**config.mk**
```make
export PLATFORM = sky130hd
export DESIGN_NAME = odometer_meas_seq_mc
export DESIGN_NICKNAME = d
export VERILOG_FILES = /design/src/rtl/odometer_meas_seq_mc.sv
export SDC_FILE = /design/constraint.sdc
export NUM_CORES = 1
export LEC_CHECK = 0
export ABC_AREA = 1
export BUFFER_PORTS_ARGS = -buffer_cell sky130_fd_sc_hd__buf_2
export CAP_MARGIN = 10
export CORE_ASPECT_RATIO = 0.6
export CORE_MARGIN = 1.5
export CORE_UTILIZATION = 25
export CTS_BUF_LIST = sky130_fd_sc_hd__clkbuf_16
export DETAILED_ROUTE_END_ITERATION = 7
export PLACE_DENSITY_LB_ADDON = 0.05
export SLEW_MARGIN = 20
export SYNTH_ARGS = -nofsm -noshare
export SYNTH_HDL_FRONTEND = slang
export SYNTH_SLANG_ARGS = --single-unit
```
**constraint.sdc**
```tcl
create_clock -name CLK -period 2.7 [get_ports CLK]
set_input_delay 0.54 -clock CLK [delete_from_list [all_inputs] [get_ports CLK]]
set_output_delay 0.54 -clock CLK [all_outputs]
set_load 0.03 [all_outputs]
```
**src/rtl/odometer_meas_seq_mc.sv**
```systemverilog
// Multi-channel beat-frequency measurement sequencer. Counts reference cycles across NEDGE beat
// periods for each stress ROSC channel; results are read out through a scan shadow register.

module odometer_meas_seq_mc #(
  parameter int unsigned NCH    = 4,
  parameter int unsigned CW     = 10,
  parameter int unsigned NEDGE  = 2,
  parameter int unsigned SETTLE = 2,
  localparam int unsigned CHW   = (NCH > 1) ? $clog2(NCH) : 1
) (
  input  logic           CLK,
  input  logic           RST,
  input  logic [NCH-1:0] ROSC_STRESS,
  input  logic           MEAS_TRIG,
  input  logic           SWEEP,
  input  logic [CHW-1:0] CH_REQ,
  input  logic           ABORT,
  output logic           EN_ROSC,
  output logic [CHW-1:0] CH_SEL,
  output logic           MEAS_BUSY,
  output logic           MEAS_DONE,
  input  logic           SCAN_LOAD,
  input  logic           SCAN_SHIFT,
  input  logic           SCAN_IN,
  output logic           SCAN_OUT
);

  localparam int unsigned SW = NCH * (CW + 1);

  localparam logic [2:0] StIdle   = 3'd0;
  localparam logic [2:0] StSettle = 3'd1;
  localparam logic [2:0] StArm    = 3'd2;
  localparam logic [2:0] StCount  = 3'd3;
  localparam logic [2:0] StNext   = 3'd4;

  localparam logic [CW-1:0]  CntMax     = '1;
  localparam logic [CW-1:0]  SettleLast = (SETTLE > 1) ? CW'(SETTLE - 1) : '0;
  localparam logic [3:0]     EdgeLast   = 4'(NEDGE);
  localparam logic [CHW-1:0] ChLast     = CHW'(NCH - 1);

  logic [2:0]     state_q, state_d;
  logic [CHW-1:0] ch_sel_q, ch_sel_d;
  logic           sweep_q, sweep_d;
  logic [CW-1:0]  cnt_q, cnt_d;
  logic [3:0]     edge_cnt_q, edge_cnt_d;
  logic [3:0]     edge_inc;
  logic           done_q, done_d;
  logic [1:0]     sync_q;
  logic [2:0]     hist_q;
  logic           stress_sel, det, enter_settle;
  logic           store, store_sat;
  logic [CW-1:0]  store_val;
  logic [CW-1:0]  res_q [NCH];
  logic [NCH-1:0] sat_q;
  logic [SW-1:0]  sh_q, sh_load;
  logic           scan_out_q;

  always_comb begin
    stress_sel = 1'b0;
    for (int i = 0; i < NCH; i++) begin
      if (ch_sel_q == CHW'(i)) stress_sel = ROSC_STRESS[i];
    end
  end

  // hist_q[0] is the newest sample: a rise seen after two lows
  assign det      = hist_q[0] & ~hist_q[1] & ~hist_q[2];
  assign edge_inc = edge_cnt_q + 4'd1;

  always_comb begin
    state_d    = state_q;
    ch_sel_d   = ch_sel_q;
    sweep_d    = sweep_q;
    cnt_d      = cnt_q;
    edge_cnt_d = edge_cnt_q;
    done_d     = 1'b0;
    store      = 1'b0;
    store_sat  = 1'b0;
    store_val  = cnt_q + CW'(1);
    case (state_q)
      StIdle: begin
        if (MEAS_TRIG) begin
          sweep_d  = SWEEP;
          ch_sel_d = SWEEP ? '0 : CH_REQ;
          cnt_d    = '0;
          state_d  = StSettle;
        end
      end
      StSettle: begin
        if (cnt_q == SettleLast) begin
          cnt_d   = '0;
          state_d = StArm;
        end else begin
          cnt_d = cnt_q + CW'(1);
        end
      end
      StArm: begin
        if (det) begin
          cnt_d      = '0;
          edge_cnt_d = '0;
          state_d    = StCount;
        end else if (cnt_q == CntMax) begin
          store     = 1'b1;
          store_sat = 1'b1;
          state_d   = StNext;
        end else begin
          cnt_d = cnt_q + CW'(1);
        end
      end
      StCount: begin
        // saturation takes precedence over a coincident edge
        if (cnt_q == CntMax) begin
          store     = 1'b1;
          store_sat = 1'b1;
          state_d   = StNext;
        end else begin
          cnt_d = cnt_q + CW'(1);
          if (det) begin
            edge_cnt_d = edge_inc;
            if (edge_inc == EdgeLast) begin
              store   = 1'b1;
              state_d = StNext;
            end
          end
        end
      end
      StNext: begin
        if (sweep_q && (ch_sel_q != ChLast)) begin
          ch_sel_d = ch_sel_q + CHW'(1);
          cnt_d    = '0;
          state_d  = StSettle;
        end else begin
          done_d  = 1'b1;
          state_d = StIdle;
        end
      end
      default: state_d = StIdle;
    endcase
    if (ABORT && (state_q != StIdle)) begin
      state_d  = StIdle;
      ch_sel_d = ch_sel_q;
      done_d   = 1'b1;
      store    = 1'b0;
    end
  end

  assign enter_settle = (state_d == StSettle) && (state_q != StSettle);

  always_ff @(posedge CLK) begin
    if (RST) begin
      state_q    <= StIdle;
      ch_sel_q   <= '0;
      sweep_q    <= 1'b0;
      cnt_q      <= '0;
      edge_cnt_q <= '0;
      done_q     <= 1'b0;
      sync_q     <= 2'b11;
      hist_q     <= 3'b111;
      sat_q      <= '0;
      for (int i = 0; i < NCH; i++) res_q[i] <= '0;
    end else begin
      state_q    <= state_d;
      ch_sel_q   <= ch_sel_d;
      sweep_q    <= sweep_d;
      cnt_q      <= cnt_d;
      edge_cnt_q <= edge_cnt_d;
      done_q     <= done_d;
      // Flush the synchronizer too, so stale samples of the previous channel cannot form an edge
      if (enter_settle) begin
        sync_q <= 2'b11;
        hist_q <= 3'b111;
      end else begin
        sync_q <= {sync_q[0], stress_sel};
        hist_q <= {hist_q[1:0], sync_q[1]};
      end
      for (int i = 0; i < NCH; i++) begin
        if (store && (ch_sel_q == CHW'(i))) begin
          res_q[i] <= store_sat ? CntMax : store_val;
          sat_q[i] <= store_sat;
        end
      end
    end
  end

  always_comb begin
    sh_load = '0;
    for (int i = 0; i < NCH; i++) sh_load[i*(CW+1) +: (CW+1)] = {sat_q[i], res_q[i]};
  end

  always_ff @(posedge CLK) begin
    if (RST) begin
      sh_q       <= '0;
      scan_out_q <= 1'b0;
    end else if (SCAN_LOAD) begin
      sh_q       <= sh_load;
      scan_out_q <= sh_load[SW-1];
    end else if (SCAN_SHIFT) begin
      sh_q       <= {sh_q[SW-2:0], SCAN_IN};
      scan_out_q <= sh_q[SW-2];
    end
  end

  assign EN_ROSC   = (state_q == StSettle) || (state_q == StArm) || (state_q == StCount);
  assign CH_SEL    = ch_sel_q;
  assign MEAS_BUSY = (state_q != StIdle);
  assign MEAS_DONE = done_q;
  assign SCAN_OUT  = scan_out_q;

endmodule

```
==> reports/qor.yml <==
status:
  status: "complete, no violations"
placement:
  gp_congestion: 0.847
  place.port_buffers: 19
  hpwl_um: 10700
power:
  comb_power_share_pct: 6.9
  p_leak_nw: 2.95
  peakVddDrop_v: 0.000442
  powerDensity_nw_per_um2: 734
  p_int_mw: 3.65
  p_total_mw: 4.76
  seqPwrFrac_pct: 39.1
  power_switching_mw: 1.11
  swShare_pct: 23.3
  p_clk_share_pct: 53.9
die:
  coreArea_um2: 21100
  fp-row-count: 41
  start_util_pct: 25.5
  fp.dieW_um: 192
  ioPinCount: 20
  die_height_um: 117
  dieArea_um2: 22500
synth:
  yosysMostFrequentCell: "nand2_1"
  synth-seq-area-share_pct: 49.8
  synthDistinctLibCells: 35
  synth_top_area_cell: "dfxtp_1"
  ys_async_sr_fraction_pct: 0
  ys_warn_count: 0
  synthTopCellsByCount: "nand2_1 (174), inv_1 (128), nor2_1 (92)"
  synth_seq_cells: 114
  syn_area_per_cell_um2: 7.73
  synth_edf_count: 40
  synth_nets: 719
  synth_cells: 697
  netlist_area_um2: 5390
  netlist.area_leader.share_pct: 27.5
  yosys-top-cells-area: "dfxtp_1 (28%), edfxtp_1 (22%), nand2_1 (12%)"
  yosys_most_used_dff: "dfxtp_1"
worst_hold_path:
  hp-class: "input pin to flop"
clock_tree:
  cts_tree: "done"
  cts_buffer_depth: 2
  htreeDepth: 4
  cts_root_buf: "clkbuf_16"
  insertion_delay_ns: 0.41
  cts.sinks: 114
  numCtsBuffers: 17
  cts_resized: 0
  cts_hold_buffers: 0
  postCtsSetupRepairBufs: 0
  clk_pin_slew_worst_paths_ns: 0.06
job:
  cap_violations: 0
grt:
  grtUsageMet1_pct: 22.9
  first_global_vias: 4228
  grt_pass1_wl_um: 24000
  use_met2_pct: 18.9
  antenna_found_initial: 0
  grt_use_met3_pct: 3.19
  overflow: 0
  busiest_layer: "met1"
  grt_max_degree: 46
  grtUsageTotal_pct: 14.6
sta:
  min_period_over_period_pct: 82.8
  fin_skew_ns: 0.00911
  slew_headroom_pct: 54.9
  max_freq_ghz: 0.447
  tns_ns: 0
  slew_violations: 0
  rsz0062_at_grt: "false"
  setup_viol: 0
  hold_viol_final: 0
  max_slew.worst_pin.slew_ns: 0.670
  period_needed_ns: 2.23
critical_path:
  crit_type: "flop to flop"
  cp.arrival_ns: 2.29
  crit_fanout: 10
  critPathLaunchType: "flop"
  crit_required_ns: 2.75
  critPathCaptureType: "flop"
route:
  drt-total-wl_um: 14900
  dr.pass1.iters: 5
  final_antenna_net_count: 0
  post_drt_via_cell_ratio: 4.18
  remaining_drc_errors: 0
  wl_per_cell_um: 14.7
  drt_iter0_drc: 310
  num_vias: 4247
final_layout:
  syn2layout_area_growth_pct: 20.4
  layout-drive-gt1-share_pct: 11.3
  final_nets: 745
  register_area_um2: 2680
  num-fill-cells: 2288
  multi_input_area_um2: 2110
  n_antenna_cell: 0
## registers in the layout, summed over array words and instances (netlist names)
name,flops
sh_q,43
res_q,40
cnt_q,10
edge_cnt_q,4
sat_q,4
hist_q,3
state_q,3
CH_SEL,2
sync_q,2
MEAS_DONE,1
SCAN_OUT,1
sweep_q,1
## metal layers
layer  wire length, µm  share of wire, %  vias up
met5                 0                 0        -
met4                48              0.32        0
met1              8880                59     1956
met2              5610                38       34
li1                  -                 -     2255
met3               400               2.7        2
## through the flow
stage / hold WS, ns / utilization (%) / instance area (µm²) / cells / setup slack [ns]
after global routing: 0.394 / 30.8 / 6490 / 1015 / 0.230
after detailed placement: 0.398 / 27.6 / 5820 / 983 / 0.451
after CTS: 0.354 / 30.8 / 6490 / 1015 / 0.432
after global placement: 0.400 / 27.6 / 5820 / 983 / 0.510
after floorplan: 0.387 / - / 5390 / 697 / 0.761
final: 0.365 / 30.8 / 6490 / 1015 / 0.465
## critical path, cell delays in order, from the launching register on
cell and delay (ns):
dfxtp_1 0.45, ha_1 0.25, nand2_2 0.08, nor2_2 0.11
nand2_2 0.10, nor2_4 0.12, nand3_4 0.09, nand2_4 0.17
nand3_1 0.12, nand2_1 0.37
## cell type report
class                   instances  area share (%)
multi-input cells             429            32.5
clock buffers                  17            6.56
repair buffers                 31            3.05
well taps                     279            5.38
inverters                     130            7.52
flip-flops and latches        114            41.4
clock inverters                15            3.66
## placed cells by master, fill, tap and decap left out, types with 5 or more instances in the layout
cell,n
nand2_1,174
inv_1,128
nor2_1,92
dfxtp_1,74
o21ai_0,46
edfxtp_1,40
nand3_1,32
buf_2,19
a21oi_1,18
clkbuf_16,17
o221ai_1,13
buf_4,11
nand4_1,8
ha_1,8
nand2_2,6
bufinv_16,6
a22oi_1,5
## power by group through the flow
stage | Clock (mW) | Sequential [mW] | Combinational [mW]
after detailed placement | 0 | 1.90 | 0.333
after global routing | 2.73 | 1.87 | 0.378
final | 2.57 | 1.86 | 0.331
after CTS | 2.63 | 1.86 | 0.335
after floorplan | 0 | 1.90 | 0.213
after global placement | 0 | 1.90 | 0.336
## kinds of logic after synthesis
logic type | count (synthesis) | share of synthesized area, %
mux | 1 | 0.186
buf+inv | 154 | 11.1
compound gates | 89 | 9.71
flops | 114 | 49.8
fa+ha+maj | 8 | 1.86
xor+xnor | 3 | 0.488
simple gates | 328 | 26.9
## path summary, 6_finish.rpt
kind | slack, ns | end | cells after the start | from
setup reg to reg | 0.47 | res_q[1][6] | 9 | cnt_q[0]
hold reg to reg | 0.41 | sync_q[1] | 2 | sync_q[0]
hold / removal | 0.37 | sync_q[0] | 3 | ROSC_STRESS[3]
setup / recovery | 0.47 | res_q[1][6] | 9 | cnt_q[0]
No activity file was read; power rests on OpenSTA's default activity.
